===== src/rtl/ether_pkg.sv =====
// Shared definitions for the receive-side Ethernet filter: status bit
// positions, the broadcast address and the filter state encoding.
package ether_pkg;

  localparam int STATUS_CRC_ERR = 0;
  localparam int STATUS_LEN_ERR = 1;

  localparam logic [47:0] BCAST_ADDR = 48'hFFFF_FFFF_FFFF;

  typedef enum logic [2:0] {
    IDLE,
    HDR,
    WAIT,
    DECIDE,
    PASS,
    DROP,
    DONE
  } rx_state_t;

endpackage


===== src/rtl/ether_da_match.sv =====
// Combinational accept decision: destination address against station,
// broadcast and multicast rules, gated by frame status and minimum length.
module ether_da_match
  import ether_pkg::*;
#(
  parameter bit          BROADCAST_EN = 1'b1,
  parameter bit          MULTICAST_EN = 1'b0,
  parameter bit          PROMISC      = 1'b0,
  parameter logic [15:0] MIN_LENGTH   = 16'd14
) (
  input  logic [47:0] da,
  input  logic [47:0] mac_address,
  input  logic [15:0] length,
  input  logic [1:0]  status_err,
  output logic        accept
);

  logic addr_hit;
  logic frame_ok;

  // da[40] is the group bit: bit 0 of the first byte on the wire
  always_comb begin
    addr_hit = (da == mac_address)
            || (BROADCAST_EN && (da == BCAST_ADDR))
            || (MULTICAST_EN && da[40])
            || PROMISC;
    frame_ok = !status_err[STATUS_CRC_ERR]
            && !status_err[STATUS_LEN_ERR]
            && (length >= MIN_LENGTH);
    accept   = addr_hit && frame_ok;
  end

endmodule


===== src/rtl/ether_rx_filter.sv =====
// Receive destination-address filter: captures the first two words of each
// frame, then either drains it or replays it downstream on the same interface.
module ether_rx_filter
  import ether_pkg::*;
#(
  parameter bit          BROADCAST_EN = 1'b1,
  parameter bit          MULTICAST_EN = 1'b0,
  parameter bit          PROMISC      = 1'b0,
  parameter logic [15:0] MIN_LENGTH   = 16'd14
) (
  input  logic        clk,
  input  logic        rst_n,
  input  logic [47:0] mac_address,
  output logic        up_re,
  input  logic [31:0] up_data,
  input  logic        up_empty,
  input  logic        up_valid,
  input  logic [15:0] up_length,
  input  logic [15:0] up_status,
  input  logic        dn_re,
  output logic [31:0] dn_data,
  output logic        dn_empty,
  output logic        dn_valid,
  output logic [15:0] dn_length,
  output logic [15:0] dn_status,
  output logic [15:0] drop_count,
  output logic [15:0] pass_count
);

  rx_state_t   state, state_next;
  logic [14:0] nw, nw_calc, rd_cnt, hdr_words, cap_next;
  logic [1:0]  cap_cnt;
  logic [31:0] w0, w1, rep_data;
  logic [15:0] len_q, stat_q;
  logic        rep_valid, fwd_valid, dn_take, accept;

  // Word count is ceil(length/4); short frames only have nw header words
  assign nw_calc   = {1'b0, up_length[15:2]} + {14'b0, |up_length[1:0]};
  assign hdr_words = (nw >= 15'd2) ? 15'd2 : nw;
  assign cap_next  = {13'b0, cap_cnt} + {14'b0, up_valid};
  assign fwd_valid = (state == PASS) && up_valid;
  assign dn_valid  = rep_valid || fwd_valid;
  assign dn_data   = fwd_valid ? up_data : rep_data;
  assign dn_empty  = (state != PASS);

  ether_da_match #(
    .BROADCAST_EN(BROADCAST_EN),
    .MULTICAST_EN(MULTICAST_EN),
    .PROMISC     (PROMISC),
    .MIN_LENGTH  (MIN_LENGTH)
  ) u_da_match (
    .da         ({w0, w1[31:16]}),
    .mac_address(mac_address),
    .length     (len_q),
    .status_err (stat_q[1:0]),
    .accept     (accept)
  );

  always_ff @(posedge clk or negedge rst_n) begin
    if (!rst_n) state <= IDLE;
    else        state <= state_next;
  end

  always_comb begin
    state_next = state;
    up_re      = 1'b0;
    dn_take    = 1'b0;
    case (state)
      IDLE:   if (!up_empty) state_next = HDR;
      HDR: begin
        up_re = (rd_cnt < hdr_words) && !up_empty;
        if ((rd_cnt + {14'b0, up_re}) >= hdr_words) state_next = WAIT;
      end
      WAIT:   if (cap_next >= hdr_words) state_next = DECIDE;
      DECIDE: state_next = accept ? PASS : DROP;
      PASS: begin
        // The first two reads are replayed; later reads pass through upstream
        if (dn_re && (rd_cnt < nw)) begin
          if (rd_cnt < 15'd2) begin
            dn_take = 1'b1;
          end else if (!up_empty) begin
            up_re   = 1'b1;
            dn_take = 1'b1;
          end
        end
        if ((rd_cnt == nw) && (dn_valid || (nw == 15'd0))) state_next = DONE;
      end
      DROP: begin
        up_re = (rd_cnt < nw) && !up_empty;
        if ((rd_cnt == nw) && (up_valid || (nw <= 15'd2))) state_next = DONE;
      end
      DONE:    state_next = IDLE;
      default: state_next = IDLE;
    endcase
  end

  always_ff @(posedge clk or negedge rst_n) begin
    if (!rst_n) begin
      nw         <= '0;
      rd_cnt     <= '0;
      cap_cnt    <= '0;
      w0         <= '0;
      w1         <= '0;
      rep_data   <= '0;
      rep_valid  <= 1'b0;
      len_q      <= '0;
      stat_q     <= '0;
      dn_length  <= '0;
      dn_status  <= '0;
      drop_count <= '0;
      pass_count <= '0;
    end else begin
      rep_valid <= 1'b0;
      if (up_re || dn_take) rd_cnt <= rd_cnt + 15'd1;
      case (state)
        IDLE: if (!up_empty) begin
          len_q   <= up_length;
          stat_q  <= up_status;
          nw      <= nw_calc;
          rd_cnt  <= '0;
          cap_cnt <= '0;
          w0      <= '0;
          w1      <= '0;
        end
        HDR, WAIT: if (up_valid) begin
          if (cap_cnt == 2'd0) w0 <= up_data;
          else                 w1 <= up_data;
          cap_cnt <= cap_cnt + 2'd1;
        end
        DECIDE: begin
          if (accept) begin
            rd_cnt    <= '0;
            dn_length <= len_q;
            dn_status <= stat_q;
            if (pass_count != 16'hFFFF) pass_count <= pass_count + 16'd1;
          end else if (drop_count != 16'hFFFF) begin
            drop_count <= drop_count + 16'd1;
          end
        end
        PASS: if (dn_take && (rd_cnt < 15'd2)) begin
          rep_data  <= (rd_cnt == 15'd0) ? w0 : w1;
          rep_valid <= 1'b1;
        end
        default: ;
      endcase
    end
  end

endmodule


===== config.mk =====
export PLATFORM = sky130hd
export DESIGN_NAME = ether_rx_filter
export DESIGN_NICKNAME = d
export VERILOG_FILES = /design/src/rtl/ether_pkg.sv /design/src/rtl/ether_da_match.sv /design/src/rtl/ether_rx_filter.sv
export SDC_FILE = /design/constraint.sdc
export NUM_CORES = 1
export LEC_CHECK = 0
export BUFFER_PORTS_ARGS = -buffer_cell sky130_fd_sc_hd__buf_2
export CAP_MARGIN = 20
export CORE_MARGIN = 2
export CORE_UTILIZATION = 39
export CTS_CLUSTER_DIAMETER = 40
export DETAILED_ROUTE_END_ITERATION = 16
export PLACE_DENSITY_LB_ADDON = 0.05
export SYNTH_ARGS = -nofsm -noshare
export SYNTH_HDL_FRONTEND = slang
export SYNTH_SLANG_ARGS = --single-unit
export TNS_END_PERCENT = 30

===== constraint.sdc =====
create_clock -name clk -period 5 [get_ports clk]
set_input_delay 1 -clock clk [delete_from_list [all_inputs] [get_ports clk]]
set_output_delay 1 -clock clk [all_outputs]
set_load 0.05 [all_outputs]

==> reports/metrics.yaml, run 1 <==
timing:
  finClkSkew_ns: 0.0297
  drv_slew: 0
  setup_viol: 0
  setup_ws_ns: 0.424
  holdWs_ns: 0.463
  finalHoldViolCount: 0
  worst_slew_pin_slew_ns: 0.946
  fmax_mhz: 219
  relSlewSlack_pct: 36.9
  finalCritPeriodShare_pct: 91.5
  min_period_ns: 4.58
drt:
  wl_per_cell_um: 17.5
  drt-total-wl_um: 33600
  num_vias: 9714
  dr_wl_met2_um: 15600
  vias_per_cell: 5.06
  drtPass1Iterations: 5
  m1WireLength_um: 15300
  met3_length_um: 1870
  highest_layer: "met5"
  drc_errors: 0
  ant_nets: 0
  first_iter_violations: 557
clocking:
  root_buffer: "clkbuf_16"
  cts_made_buffers: 40
  htreeDepth: 2
  hold_buffers: 0
  clkTransAtPathRegs_ns: 0.05
  clock_latency_ns: 0.53
  clock-sinks: 228
  clk_path_buf_depth: 3
  cts_tree: "yes"
floorplanning:
  ios: 216
  die-area_um2: 32300
  row_count: 64
  die_w_um: 180
  core_area_um2: 30500
  start_util_pct: 39.5
  die_y_um: 180
grt:
  grt_max_degree: 99
  grtUsageTotal_pct: 20.8
  antenna_found_initial: 8
  grt_pass1_wl_um: 54500
  grt_overflow_total: 0
  grt_pass1_vias: 9811
logic_synthesis:
  yosysWarnings: 0
  synthCells: 1246
  synthesis.area_um2: 12100
  synthAdderAreaFrac_pct: 6.02
  synth_xor_area_share_pct: 7.70
  synth_compound_area_share_pct: 9.20
  ys_seq_area_share_pct: 47.3
  syn_avg_cell_area_um2: 9.68
  synth.distinct_cells: 52
  synth_top_family_by_area: "simple AND/OR/NAND/NOR gates"
  synth_ff_type: "dfrtp_1"
  synth-async-reset-ratio_pct: 100
  synth-seq-cells: 228
  synth_edf_count: 0
  synth_simple_gate_area_share_pct: 18.0
  yosys-mux-area-fraction_pct: 8.99
place:
  place_congestion: 0.816
  dpl.hpwl_um: 23400
  dpl_cell_area_um2: 13700
  port_buffers: 215
  post-place-ws_ns: 0.302
cells_and_area:
  syn_to_final_growth_pct: 26.2
  layout.nets: 1664
  register_area_um2: 5710
  layout_commonest_cell: "nand2_1"
  final_cell_mix: "238 x nand2_1, 228 x dfrtp_1, 214 x buf_2, 96 x o21ai_0"
  layout-drive-gt1-share_pct: 23.8
  final_area_um2: 15200
  nFillCells: 2903
  multi_input_area_um2: 6160
  utilization_pct: 49.9
critical_path:
  cp_max_fo: 4
  reg2reg_depth: 20
  cp.arrival_ns: 4.97
  cp-start-kind: "register"
  path_class: "register to register"
  regToRegSetupSlack_ns: 0.42
  endpoint_kind: "register"
  cp.required_ns: 5.39
worst_hold_path:
  hold_path_depth: 2
  hp-class: "register to register"
run_status:
  status: "finished, final reports clean"
pwr:
  p_leak_nw: 7.60
  vdd_drop_max_mv: 0.398
  cellPowerDensity_nw_per_um2: 602
run:
  drv_cap: 0
==> what timing repair did <==
action                                  in CTS  in global routing
gates resized for setup                      0                  3
setup buffers                                0                  0
endpoints found under the setup margin       0                  1
hold endpoints to repair                     0                  0
==> critical path, stage by stage, from the launching register on <==
cell and delay [ns]:
dfrtp_1 0.41, nor4_2 0.38, nand4_1 0.22, nor4_2 0.24
ha_1 0.17, nand3_1 0.07, nor4_1 0.22, o41ai_2 0.14
and3_1 0.21, ha_1 0.22, ha_1 0.23, and3_1 0.22
nand3_1 0.11, xnor2_1 0.09, ha_1 0.21, a21oi_1 0.13
nor2_1 0.05, a2111oi_0 0.36, o21ai_0 0.18, o211ai_1 0.24
mux2_2 0.36
==> per-layer routing <==
| layer | up-vias | track usage, % |
|---|---|---|
| met2 | 232 | 34.0 |
| li1 | 4820 | - |
| met5 | - | 0 |
| met1 | 4589 | 27.9 |
| met3 | 63 | 4.56 |
| met4 | 10 | 6.08 |
==> per-stage QoR <==
stage               cells  TNS [ns]  power, mW
floorplan            1272         0       5.23
global placement     1841         0       6.15
detailed placement   1841         0       6.19
CTS                  1914         0       9.22
global route         1917   -0.0609       9.75
finish               1919         0       9.16
==> registers in the layout, summed over array words and instances, names as in the netlist <==
signal      cells
state           3
stat_q         16
nw             15
dn_length      16
rep_valid       1
w1             32
dn_status      16
rep_data       32
pass_count     16
rd_cnt         15
len_q          16
cap_cnt         2
w0             32
drop_count     16
==> final timing paths <==
check,startpoint,end
max reg2reg,nw[8],state[0]
min reg2reg,stat_q[12],stat_q[12]
min,stat_q[12],stat_q[12]
min in group asynchronous,rst_n,dn_status[13]
max in group asynchronous,rst_n,w0[23]
max,nw[8],state[0]
==> power breakdown <==
part	internal (mW)	switching [mW]
logic	1.09	2.15
registers	2.42	0.529
clock network	1.99	0.989
==> cell usage after synthesis, types with 6 or more instances <==
cell / instances / area share [%]
xor2_1: 65 / 4.7
dfrtp_1: 228 / 47
and3_1: 16 / 0.83
or3_1: 6 / 0.31
and2_1: 7 / 0.36
mux2_2: 38 / 3.5
o21ai_0: 96 / 4.0
nand4_1: 38 / 2.0
mux2_1: 28 / 2.6
nor4_1: 26 / 1.3
clkbuf_1: 47 / 1.5
inv_1: 31 / 0.96
a21oi_1: 62 / 2.6
ha_1: 58 / 6.0
nand3_1: 41 / 1.7
nor2_1: 65 / 2.0
xnor2_1: 41 / 3.0
o31ai_1: 10 / 0.62
nor3_1: 6 / 0.25
mux2i_1: 34 / 2.8
nand2_1: 240 / 7.5
==> area by class of cell <==
type	count	area share, %
Multi-Input combinational cell	958	40.5
Antenna cell	3	0.0493
Inverter	31	0.765
Clock inverter	27	2.58
Sequential cell	228	37.5
Tap cell	396	3.26
Clock buffer	46	7.19
Timing Repair Buffer	230	8.17
==> cell families after synthesis <==
kind of cell	count (synthesis)
and+or+nand+nor	473
other	1
adders and majority gates	58
xor gates and xnor gates	106
AOI/OAI and AO/OA	194
buffers and inverters	86
muxes	100
DFF	228
(Power assumes the default switching activity.)
==> run 2, diff against run 1 <==
--- a/config.mk
+++ b/config.mk
@@ -12,6 +12,7 @@
 export CTS_CLUSTER_DIAMETER = 40
 export DETAILED_ROUTE_END_ITERATION = 16
 export PLACE_DENSITY_LB_ADDON = 0.05
+export SLEW_MARGIN = 10
 export SYNTH_ARGS = -nofsm -noshare
 export SYNTH_HDL_FRONTEND = slang
 export SYNTH_SLANG_ARGS = --single-unit
==> constraint.sdc (replaced) <==
create_clock -name clk -period 5.2 [get_ports clk]
set_input_delay 1.04 -clock clk [delete_from_list [all_inputs] [get_ports clk]]
set_output_delay 1.04 -clock clk [all_outputs]
set_load 0.05 [all_outputs]
==> reports/metrics.yaml, run 2 (same netlist as run 1, synthesis figures left out) <==
cells_and_area:
  final_area_um2: 15200  # -0.17%
  nFillCells: 2914  # +0.38%
  layout_commonest_cell: "nand2_1"
  reg.largest.list: "rep_data x32, w0 x32, w1 x32"
  layout.nets: 1662  # -0.12%
  register_area_um2: 5710  # unchanged
  final_cell_mix: "238 x nand2_1, 228 x dfrtp_1, 214 x buf_2, 96 x o21ai_0"
  layout-drive-gt1-share_pct: 23.2  # -0.55 points
  utilization_pct: 49.8  # -0.086 points
  multi_input_area_um2: 6150  # -0.20%
  syn_to_final_growth_pct: 26.0
critical_path:
  cp.required_ns: 5.59  # +0.20 ns
  cp-start-kind: "register"
  cp_cell_sequence: "nor4_1, nand4_1, nor4_2, ha_1, nand3_1, nor4_1, o41ai_2, and3_1, ha_1, ha_1, and3_1, nand2_1, xnor2_1, ha_1, nand3_1, nor2_1, a2111oi_0, o21ai_0, o211ai_1, mux2_2"
  cp_max_fo: 4  # unchanged
  worst_path_max_delay_cell: "nor4_1"
  reg2reg_to: "state[0]"
  regToRegSetupSlack_ns: 0.49  # +0.07 ns
  cp-startpoint: "nw[2]"
  timing.rr.start: "nw[2]"
  crit_top_cell: "ha_1"
  path_class: "register to register"
  max_stage_delay_ns: 0.43  # +0.02 ns
  reg2reg_depth: 20  # unchanged
  cp.arrival_ns: 5.10  # +0.13 ns
  endpoint_kind: "register"
place:
  dpl.hpwl_um: 23400  # about the same
  port_buffers: 215  # unchanged
  place_congestion: 0.800  # -2.0%
  dpl_cell_area_um2: 13600  # -0.11%
pwr:
  p_leak_nw: 7.60  # about the same
  cellPowerDensity_nw_per_um2: 582  # -3.3%
  vdd_drop_max_mv: 0.466  # +17%
  fin_total_pwr_mw: 8.84  # -3.5%
worst_hold_path:
  min-delay-start: "stat_q[5]"
  hold-path-endpoint: "stat_q[5]"
  hp-class: "register to register"
  hold_path_depth: 2  # unchanged
timing:
  rsz0062_at_grt: "no"
  setup_viol: 0  # unchanged
  finalCritPeriodShare_pct: 90.6  # -0.96 points
  drv_slew: 0  # unchanged
  min_period_ns: 4.71  # +0.133 ns
  worst_slew_pin_slew_ns: 0.946  # -0.000508 ns
  fmax_mhz: 212  # -2.8%
  holdWs_ns: 0.460  # -0.00281 ns
  finClkSkew_ns: 0.0240  # -0.00566 ns
  finalHoldViolCount: 0  # unchanged
  finalSetupTns_ns: 0  # unchanged
  relSlewSlack_pct: 36.8  # -0.12 points
floorplanning:
  start_util_pct: 39.5  # unchanged
  die_y_um: 180  # unchanged
  die_w_um: 180  # unchanged
  row_count: 64  # unchanged
  core_area_um2: 30500  # unchanged
  die-area_um2: 32300  # unchanged
  ios: 216  # unchanged
grt:
  grt_pass1_wl_um: 54600  # +0.17%
  grtUsageTotal_pct: 21.0  # +0.19 points
  grt_pass1_vias: 9853  # +0.43%
  grt_max_degree: 96  # -3.0%
  antenna_found_initial: 5  # -3
  grt_overflow_total: 0  # unchanged
drt:
  drtPass1Iterations: 7  # +2
  drc_errors: 0  # unchanged
  num_vias: 9755  # +0.42%
  drt-total-wl_um: 33600  # +0.13%
  vias_per_cell: 5.09  # +0.63%
  wl_per_cell_um: 17.6  # +0.34%
  ant_nets: 0  # unchanged
  first_iter_violations: 479  # -14%
clocking:
  hold_buffers: 0  # unchanged
  htreeDepth: 2  # unchanged
  root_buffer: "clkbuf_16"
  clock-sinks: 228  # unchanged
  cts_tree: "yes"
  clkTransAtPathRegs_ns: 0.05  # about the same
  clock_latency_ns: 0.52  # about the same
  clk_path_buf_depth: 3  # unchanged
  cts_made_buffers: 40  # unchanged
run:
  drv_cap: 0  # unchanged
run_status:
  status: "finished, final reports clean"
run 2: cell types whose count changed in the layout (fill, tap and decap cells not counted), moves of 4 or more:
| cell | delta |
|---|---|
| clkinv_2 | -6 |
| clkinvlp_4 | -5 |
| clkbuf_1 | +4 |
| clkinv_4 | +4 |
run 2: critical path, delay by kind of cell, from the launching register on:
kind                     cells  cell delay [ns]
multiplexers                 1             0.36
AND/OR/NAND/NOR             10             1.90
XOR/XNOR                     1             0.12
AO/OA/AOI/OAI                4             0.98
flip-flops                   1             0.38
adder cells (fa/ha/maj)      4             0.87
run 2: final cells by class:
cell class              instances  area share, %
flip-flops and latches        228           37.6
diodes                          2         0.0329
well taps                     396           3.26
clock buffers                  50           7.38
multi-input cells             958           40.5
inverters                      31          0.766
clock inverters                22           2.49
repair buffers                228           8.04
run 2: report_power, final:
group / internal (mW) / switching [mW] / total [mW] / leakage (nW)
Combinational: 1.04 / 2.06 / 3.10 / 3.88
Sequential: 2.32 / 0.508 / 2.83 / 2.99
Clock: 1.98 / 0.928 / 2.91 / 0.727
Total: 5.34 / 3.50 / 8.84 / 7.60
run 2: worst max-delay path by stage:
stage | to | slack (ns) | cells after the start
2_1_floorplan | state[0] | 0.89 | 20
5_1_grt | state[0] | 0.04 | 20
3_3_place_gp | state[0] | 0.58 | 20
4_1_cts | state[0] | 0.38 | 20
3_5_place_dp | state[0] | 0.44 | 20
6_report | state[0] | 0.49 | 20
run 2: what timing repair did:
action / in CTS / in global routing
gates resized for setup: 0 / 1
endpoints found under the setup margin: 0 / 1
hold endpoints to repair: 0 / 0
buffers inserted: 0 / 0
run 2: stage by stage:
| step | std cells | setup WS (ns) |
|---|---|---|
| global route | 1913 | 0.0435 |
| finish | 1915 | 0.491 |
| detailed placement | 1839 | 0.443 |
| floorplan | 1272 | 0.889 |
| global placement | 1839 | 0.577 |
| CTS | 1911 | 0.381 |
run 2: per-layer routing:
| layer | vias to the layer above | part of all wire, % | GRT usage (%) |
|---|---|---|---|
| li1 | 4801 | - | - |
| met1 | 4681 | 46 | 28.4 |
| met2 | 220 | 47 | 34.6 |
| met3 | 45 | 5.3 | 4.74 |
| met4 | 8 | 1.5 | 4.55 |
| met5 | - | 0.12 | 0 |
